**src/rtl/pe_pkg.sv**
```systemverilog
// Shared types and range helpers for the pipelined MAC processing element.
// Range math is done in a fixed wide signed domain so one helper serves any ACC_W.
package pe_pkg;

    localparam int PE_MAX_W = 128;

    typedef logic signed [PE_MAX_W-1:0] pe_wide_t;

    typedef struct packed {
        logic valid;
        logic first;
        logic last;
    } pe_flags_t;

    localparam pe_wide_t PE_ONE = pe_wide_t'(1);

    function automatic pe_wide_t pe_sat_max(input int acc_w, input logic is_signed);
        return is_signed ? (PE_ONE <<< (acc_w - 1)) - PE_ONE
                         : (PE_ONE <<< acc_w) - PE_ONE;
    endfunction

    function automatic pe_wide_t pe_sat_min(input int acc_w, input logic is_signed);
        return is_signed ? -(PE_ONE <<< (acc_w - 1)) : '0;
    endfunction

    function automatic logic pe_out_of_range(input pe_wide_t v, input int acc_w,
                                             input logic is_signed);
        return (v > pe_sat_max(acc_w, is_signed)) || (v < pe_sat_min(acc_w, is_signed));
    endfunction

endpackage

```
**src/rtl/pe_mult_stage.sv**
```systemverilog
// Operand/flag register stage (S1) followed by the full-width product register (S2).
// S1 outputs double as the systolic forwarding ports.
module pe_mult_stage
    import pe_pkg::*;
#(
    parameter int DATA_W = 32,
    parameter int SIGNED = 0
) (
    input  logic                  clk,
    input  logic                  rst,
    input  logic                  in_valid,
    input  logic                  in_first,
    input  logic                  in_last,
    input  logic [DATA_W-1:0]     a,
    input  logic [DATA_W-1:0]     b,
    output logic [DATA_W-1:0]     a_out,
    output logic [DATA_W-1:0]     b_out,
    output logic                  fwd_valid,
    output pe_flags_t             s2_flags,
    output logic [2*DATA_W-1:0]   s2_prod
);

    localparam int PW = 2 * DATA_W;

    logic [DATA_W-1:0] r_a;
    logic [DATA_W-1:0] r_b;
    pe_flags_t         r_s1_flags;
    pe_flags_t         r_s2_flags;
    logic [PW-1:0]     r_s2_prod;
    logic [PW-1:0]     w_a_ext;
    logic [PW-1:0]     w_b_ext;
    logic [PW-1:0]     w_prod;

    // Extending both operands to 2*DATA_W makes the low half of one multiply correct for either mode.
    generate
        if (SIGNED != 0) begin : g_sext
            assign w_a_ext = {{DATA_W{r_a[DATA_W-1]}}, r_a};
            assign w_b_ext = {{DATA_W{r_b[DATA_W-1]}}, r_b};
        end else begin : g_zext
            assign w_a_ext = {{DATA_W{1'b0}}, r_a};
            assign w_b_ext = {{DATA_W{1'b0}}, r_b};
        end
    endgenerate

    assign w_prod = w_a_ext * w_b_ext;

    always_ff @(posedge clk) begin
        if (rst) begin
            r_a        <= '0;
            r_b        <= '0;
            r_s1_flags <= '0;
            r_s2_flags <= '0;
            r_s2_prod  <= '0;
        end else begin
            r_a        <= a;
            r_b        <= b;
            r_s1_flags <= '{valid: in_valid, first: in_first, last: in_last};
            r_s2_flags <= r_s1_flags;
            r_s2_prod  <= w_prod;
        end
    end

    assign a_out     = r_a;
    assign b_out     = r_b;
    assign fwd_valid = r_s1_flags.valid;
    assign s2_flags  = r_s2_flags;
    assign s2_prod   = r_s2_prod;

endmodule

```
**src/rtl/pe_mac_pipe.sv**
```systemverilog
// Pipelined multiply-accumulate PE: multiplier stages plus the S3 accumulator with
// optional saturation, sticky per-frame overflow and a result-valid pulse.
module pe_mac_pipe
    import pe_pkg::*;
#(
    parameter int DATA_W   = 32,
    parameter int ACC_W    = 32,
    parameter int SIGNED   = 0,
    parameter int SATURATE = 0
) (
    input  logic              clk,
    input  logic              rst,
    input  logic              in_valid,
    input  logic              in_first,
    input  logic              in_last,
    input  logic [DATA_W-1:0] a,
    input  logic [DATA_W-1:0] b,
    output logic [DATA_W-1:0] a_out,
    output logic [DATA_W-1:0] b_out,
    output logic              fwd_valid,
    output logic [ACC_W-1:0]  c,
    output logic              out_valid,
    output logic              overflow
);

    localparam int   PW        = 2 * DATA_W;
    localparam logic IS_SIGNED = (SIGNED != 0);

    pe_flags_t        w_s2_flags;
    logic [PW-1:0]    w_s2_prod;
    pe_wide_t         w_prod_ext;
    pe_wide_t         w_acc_ext;
    pe_wide_t         w_base;
    pe_wide_t         w_sum;
    logic             w_prod_ovf;
    logic             w_sum_ovf;
    logic             w_ovf;
    logic             w_sat_high;
    logic [ACC_W-1:0] w_acc_next;
    logic [ACC_W-1:0] r_acc;
    logic             r_ovf;
    logic             r_out_valid;

    pe_mult_stage #(
        .DATA_W (DATA_W),
        .SIGNED (SIGNED)
    ) u_mult (
        .clk       (clk),
        .rst       (rst),
        .in_valid  (in_valid),
        .in_first  (in_first),
        .in_last   (in_last),
        .a         (a),
        .b         (b),
        .a_out     (a_out),
        .b_out     (b_out),
        .fwd_valid (fwd_valid),
        .s2_flags  (w_s2_flags),
        .s2_prod   (w_s2_prod)
    );

    generate
        if (IS_SIGNED) begin : g_sext
            assign w_prod_ext = {{(PE_MAX_W-PW){w_s2_prod[PW-1]}}, w_s2_prod};
            assign w_acc_ext  = {{(PE_MAX_W-ACC_W){r_acc[ACC_W-1]}}, r_acc};
        end else begin : g_zext
            assign w_prod_ext = {{(PE_MAX_W-PW){1'b0}}, w_s2_prod};
            assign w_acc_ext  = {{(PE_MAX_W-ACC_W){1'b0}}, r_acc};
        end
    endgenerate

    // Exact wide sum; a product that alone exceeds ACC_W counts as overflow even if the sum lands in range.
    assign w_base     = w_s2_flags.first ? '0 : w_acc_ext;
    assign w_sum      = w_base + w_prod_ext;
    assign w_prod_ovf = pe_out_of_range(w_prod_ext, ACC_W, IS_SIGNED);
    assign w_sum_ovf  = pe_out_of_range(w_sum, ACC_W, IS_SIGNED);
    assign w_ovf      = w_prod_ovf | w_sum_ovf;
    assign w_sat_high = !IS_SIGNED ||
                        (w_prod_ovf ? !w_prod_ext[PE_MAX_W-1] : !w_sum[PE_MAX_W-1]);

    always_comb begin
        w_acc_next = w_sum[ACC_W-1:0];
        if ((SATURATE != 0) && w_ovf) begin
            w_acc_next = w_sat_high ? ACC_W'(pe_sat_max(ACC_W, IS_SIGNED))
                                    : ACC_W'(pe_sat_min(ACC_W, IS_SIGNED));
        end
    end

    always_ff @(posedge clk) begin
        if (rst) begin
            r_acc       <= '0;
            r_ovf       <= 1'b0;
            r_out_valid <= 1'b0;
        end else begin
            r_out_valid <= w_s2_flags.valid & w_s2_flags.last;
            if (w_s2_flags.valid) begin
                r_acc <= w_acc_next;
                r_ovf <= w_s2_flags.first ? w_ovf : (r_ovf | w_ovf);
            end
        end
    end

    assign c         = r_acc;
    assign overflow  = r_ovf;
    assign out_valid = r_out_valid;

endmodule

```
**config.mk**
```make
export PLATFORM = sky130hd
export DESIGN_NAME = pe_mac_pipe
export DESIGN_NICKNAME = d
export VERILOG_FILES = /design/src/rtl/pe_pkg.sv /design/src/rtl/pe_mult_stage.sv /design/src/rtl/pe_mac_pipe.sv
export SDC_FILE = /design/constraint.sdc
export NUM_CORES = 2
export LEC_CHECK = 0
export ABC_AREA = 1
export ABC_CLOCK_PERIOD_IN_PS = 15700
export CAP_MARGIN = 30
export CORE_MARGIN = 8
export CORE_UTILIZATION = 65
export CTS_CLUSTER_SIZE = 28
export DETAILED_ROUTE_END_ITERATION = 7
export GPL_TIMING_DRIVEN = 0
export PLACE_DENSITY = 0.95
export SYNTH_ARGS = -nofsm -noshare
export SYNTH_HDL_FRONTEND = slang
export SYNTH_SLANG_ARGS = --single-unit
```
**constraint.sdc**
```tcl
create_clock -name clk -period 15.7 [get_ports clk]
set_input_delay 3.925 -clock clk [delete_from_list [all_inputs] [get_ports clk]]
set_output_delay 3.925 -clock clk [all_outputs]
set_load 0.005 [all_outputs]
```
-- After elaboration in Yosys (flattened, before gate mapping)
Index checks and enable logic that the tools add are counted.
- output and inout port bits: 99
- register bits: 168
- bits of input ports: 69
- bitwise logic cells: 3
- muxes and demuxes: 2
- reductions and logical operators: 2
- add/sub/neg operators: 1
- multipliers: 1
- $lt $le $gt $ge: 4
- operators with widths (kind ; count):
    $add A32 B64 Y65 ; 1
    $gt A65 B32 Y1 const B ; 1
    $lt A65 B1 Y1 const B ; 1
    $gt A64 B32 Y1 const B ; 1
    $lt A64 B1 Y1 const B ; 1
    $mul A32 B32 Y64 ; 1
    $mux W32 ; 1
    $logic_or A1 B1 Y1 ; 2
    $or A1 B1 Y1 ; 2
    $and A1 B1 Y1 ; 1
    $mux W1 ; 1

-- Depth between registers and ports, before layout
- depth in word-level cells: 7
- gate-level depth with buffers: 31
- depth with buffers taken out: 30

-- Modules after synthesis
Synthesis repeated with hierarchy kept, for this count alone.
- cells, all modules: 6015
- area total of the unflattened synthesis: 43586.8 um^2
- modules (own cells, without submodules) (module ; cells an instance ; area each (um^2) ; instances):
    pe_mult_stage ; 5301 ; 39614.2 ; 1
    pe_mac_pipe ; 714 ; 3972.6 ; 1

-- Worst setup path after synthesis
No wires, ideal clock.
- path type: reg2reg
- start: register u_mult.r_a[31] (netlist: u_mult.a_out[31])
- end: register u_mult.r_s2_prod[63] (netlist: u_mult.s2_prod[63])
- arrival time: 6232 ps
- required time: 15579 ps
- stages on the path, launching flop included: 26
- setup slack: 9347 ps
- buffers on the path: 1
- cell sequence: dfxtp_1 > clkbuf_1 > nand2_1 > fa_1 > inv_1 > fa_1 > fa_1 > inv_1 > fa_1 > inv_1 > fa_1 > fa_1 > fa_1 > inv_1 > fa_1 > inv_1 > ha_1 > a21o_1 > a21boi_0 > o21ai_0 > a21oi_1 > inv_1 > a21oi_1 > nand2_1 > o21ai_1 > a21oi_1
- word-level cells in the longest chain between the ends: 1
- ends and longest elaborated chain (element ; RTL line ; RTL):
    start, declared ; pe_mult_stage.sv:25 ; logic [DATA_W-1:0] r_a;
    start signal, assigned ; pe_mult_stage.sv:49 ; r_a <= '0;
    start signal, assigned ; pe_mult_stage.sv:55 ; r_a <= a;
    $mul A32 B32 Y64 ; pe_mult_stage.sv:45 ; assign w_prod = w_a_ext * w_b_ext;
    end signal, assigned ; pe_mult_stage.sv:59 ; r_s2_prod <= w_prod;
    end, declared ; pe_mult_stage.sv:29 ; logic [PW-1:0] r_s2_prod;
No other way between the ends.
A chain may end at the register's enable or synchronous reset.

-- Final worst setup path
- start: register u_mult.r_b[8] (netlist: u_mult.b_out[8])
- end: register u_mult.r_s2_prod[56] (netlist: u_mult.s2_prod[56])
- word-level cells in the longest chain between the ends: 1
- ends and longest elaborated chain (element ; RTL line ; RTL):
    start, declared ; pe_mult_stage.sv:26 ; logic [DATA_W-1:0] r_b;
    start signal, assigned ; pe_mult_stage.sv:50 ; r_b <= '0;
    start signal, assigned ; pe_mult_stage.sv:56 ; r_b <= b;
    $mul A32 B32 Y64 ; pe_mult_stage.sv:45 ;
No other way between the ends.

==> results_dict.tcl <==
set metrics [dict create \
    dieArea_um2 74600 \
    dpl_cell_area_um2 46000 \
    dpl.hpwl_um 143000 \
    start_util_pct 65.5 \
    fin_ws_ns 6.69 \
    crit_fanout 10 \
    worst-path-stages 22 \
    synth_area_per_cell_um2 7.42 \
    clock_sinks 168 \
    core_um2 65600 \
    critPathLaunchType "flip-flop" \
    area_delta_synth_final_pct 9.29 \
    synth_most_common_cell "inv_1" \
    die_w_um 273 \
    rows 94 \
    synth_seq_cells 168 \
    synth-main-ff-cell "dfxtp_1" \
    report.final.slew_viol_count 0 \
    endpoint "u_mult.s2_prod[56]" \
    period_share_pct 57.4 \
    timing.hold.ws_ns 0.421 \
    cpPeakStageDelay_ns 0.84 \
    worstSetupEndpointType "flip-flop" \
    fillers 5282 \
    vias 40400 \
    ctsResizeCount 0 \
    ys_seq_area_share_pct 7.82 \
    outcome "finished, violations left" \
    clk_latency_ns 0.52 \
    postSynthCellCount 5793 \
    violations "design-rule violations" \
    path_delay_family "adder cells" \
    io_pins 168 \
    r2r.worst_path.cells 22 \
    r2r_setup_slack_ns 6.69 \
    finalSetupViolCount 0 \
    yosysTopAreaCellShare_pct 41.8 \
    path_buf_inv 3 \
    port_buffers 166 \
    ys_types 48 \
    critical_path_class "flip-flop to flip-flop" \
    dp_slack_ns 7.24 \
    holdBufCountCts 0 \
    fin_setup_tns_ns 0 \
    fin_worst_skew_ns 0.0233 \
    hold_path_class "flip-flop to flip-flop" \
    startpoint "u_mult.b_out[8]" \
    cts.path.max_buffers 2 \
    numCtsBuffers 17 \
    power-per-cell-area_nw_per_um2 116 \
    tightestPinTransition_ns 1.20 \
    critPathRequiredTime_ns 16.11 \
    antenna_left 0 \
    grt_antenna_before_repair 9 \
    drtPass1Iterations 8 \
    drive_gt1_share_pct 2.37 \
    cts-root-buf "clkbuf_16" \
    design_area_um2 47000 \
    fin_crit_ns 9.01 \
    drtIter0Drc 5910 \
    wire_per_inst_um 25.7 \
    vias_per_cell 5.85 \
    clkTransAtPathRegs_ns 0.09 \
    grt_pass1_wl_um 258000 \
    cts_tree "done" \
    overflow 0 \
    grt_max_degree 18 \
    seqCellArea_um2 3360 \
    syn_nets 7054 \
    ir_drop_mv 0.190 \
    path_cells "clkbuf_1 > nand2_1 > fa_1 > fa_1 > fa_1 > fa_1 > inv_1 > fa_1 > fa_1 > fa_1 > fa_1 > ha_1 > a21oi_1 > inv_1 > a31oi_1 > o21ai_0 > a21oi_1 > o21ai_0 > a21oi_1 > nand2_1 > nand2_1 > nor2_1" \
    grt_pass1_vias 41200 \
    fmax_mhz 111 \
    grt_util_all_layers_pct 47.8 \
    critPathArrivalTime_ns 9.41 \
    cp_slowest_cell "clkbuf_1" \
    regToRegStartpoint "u_mult.b_out[8]" \
    hold_violations 0 \
    rsz0062_at_grt "no" \
    place.gp.congestion 1.12 \
    fin_nets 7284 \
    maxSlewHeadroom_pct 19.8 \
    totalWireLength_um 177000 \
    yosys_warnings 0 \
    synth-edff-count 0 \
    h-tree-depth 4 \
    r2r_end "u_mult.s2_prod[56]" \
    yosysTopAreaCell "fa_1" \
    drv_cap 0 \
    cp_common_cell "fa_1" \
    post_cts_buffers 0 \
    power_leakage_nw 28.2 \
    syn_area_um2 43000 \
    synth_area_leaders "fa_1, inv_1, nand2_1, ha_1, dfxtp_1" \
    async_flop_share_pct 0 \
    multi_input_area_um2 31800 \
    synthTopCellsByCount "inv_1, nand2_1, fa_1" \
    drc_errors 17 \
    die_h_um 273 \
]
-- through the flow --
step                      utilization, %  power [mW]  std cells
after global routing                71.6        5.76       6900
after floorplan                        -        3.18       5793
after global placement              69.7        4.67       6823
after CTS                           71.0        5.23       6874
after detailed placement            70.1        4.73       6842
final                               71.6        5.44       6906
-- worst register-to-register path, delay by kind of cell (launching register included) --
family	cells	cell delay, ns
compound gates	6	1.85
fa+ha+maj	9	4.75
buf+inv	3	0.98
flops	1	0.83
simple gates	4	0.51
-- final cells by class --
type | instances | share of cell area, %
multi-input combinational | 3551 | 67.8
sequential | 168 | 7.16
antenna | 6 | 0.0320
timing repair buffer | 211 | 4.94
inverter | 1854 | 14.8
tap | 864 | 2.30
buffer | 220 | 1.78
clock inverter | 15 | 0.322
clock buffer | 17 | 0.905
-- registers in the layout (all words and copies together) (netlist names), 2 cells and up --
signal	flops
u_mult.r_s1_flags	2
c	32
u_mult.s2_flags	3
u_mult.s2_prod	64
u_mult.a_out	32
u_mult.b_out	32
-- cell families (layout without fill, tap and decap cells) --
group           after synthesis  after routing  share of synthesized area [%]
simple gates               1934           1934                           17.8
compound gates              391            391                           5.16
flops                       168            168                           7.82
other cells                   0              6                              0
xor+xnor                     34             34                          0.693
fa+ha+maj                  1192           1192                           50.4
buf+inv                    2074           2317                           18.1
-- layer usage --
layer / vias up / share of wire, % / track usage (%)
met1: 19100 / 34 / 58.6
met5: - / 0.095 / 0.855
met4: 12 / 9.9 / 35.3
li1: 16800 / - / -
met3: 1021 / 17 / 20.8
met2: 3479 / 40 / 66.5
-- report_power, final --
group	switching [mW]	total (mW)	internal, mW
Clock	0.240	0.464	0.224
Sequential	0.0841	0.593	0.509
Combinational	2.94	4.38	1.44
-- placed cells by master, fill, tap and decap left out, drive strengths merged, types with 4 or more instances in the layout --
cell type / Yosys / routed
inv: 1853 / 1862
nand2: 1468 / 1468
fa: 897 / 897
nor2: 328 / 328
ha: 295 / 295
clkbuf: 218 / 235
a21oi: 187 / 187
dfxtp: 168 / 168
clkdlybuf4s50: 0 / 166
o21ai: 122 / 122
nand3: 69 / 69
buf: 2 / 47
nand4: 25 / 25
xor2: 23 / 23
nor3: 18 / 18
nor4: 18 / 18
o21a: 17 / 17
a31oi: 16 / 16
a21o: 15 / 15
o21bai: 14 / 14
xnor2: 11 / 11
diode: 0 / 6
o211ai: 6 / 6
a21boi: 5 / 5
nand3b: 4 / 4
clkinvlp: 0 / 4
-- worst min-delay path by stage --
stage | startpoint | endpoint | slack [ns] | cells after the start
floorplan | u_mult.r_s1_flags[0] | u_mult.s2_flags[0] | 0.39 | 2
global placement | u_mult.r_s1_flags[1] | u_mult.s2_flags[1] | 0.39 | 2
detailed placement | u_mult.r_s1_flags[1] | u_mult.s2_flags[1] | 0.41 | 2
CTS | u_mult.r_s1_flags[1] | u_mult.s2_flags[1] | 0.42 | 2
global route | u_mult.r_s1_flags[1] | u_mult.s2_flags[1] | 0.44 | 2
finish | u_mult.r_s1_flags[1] | u_mult.s2_flags[1] | 0.42 | 2
(Power assumes the default switching activity.)
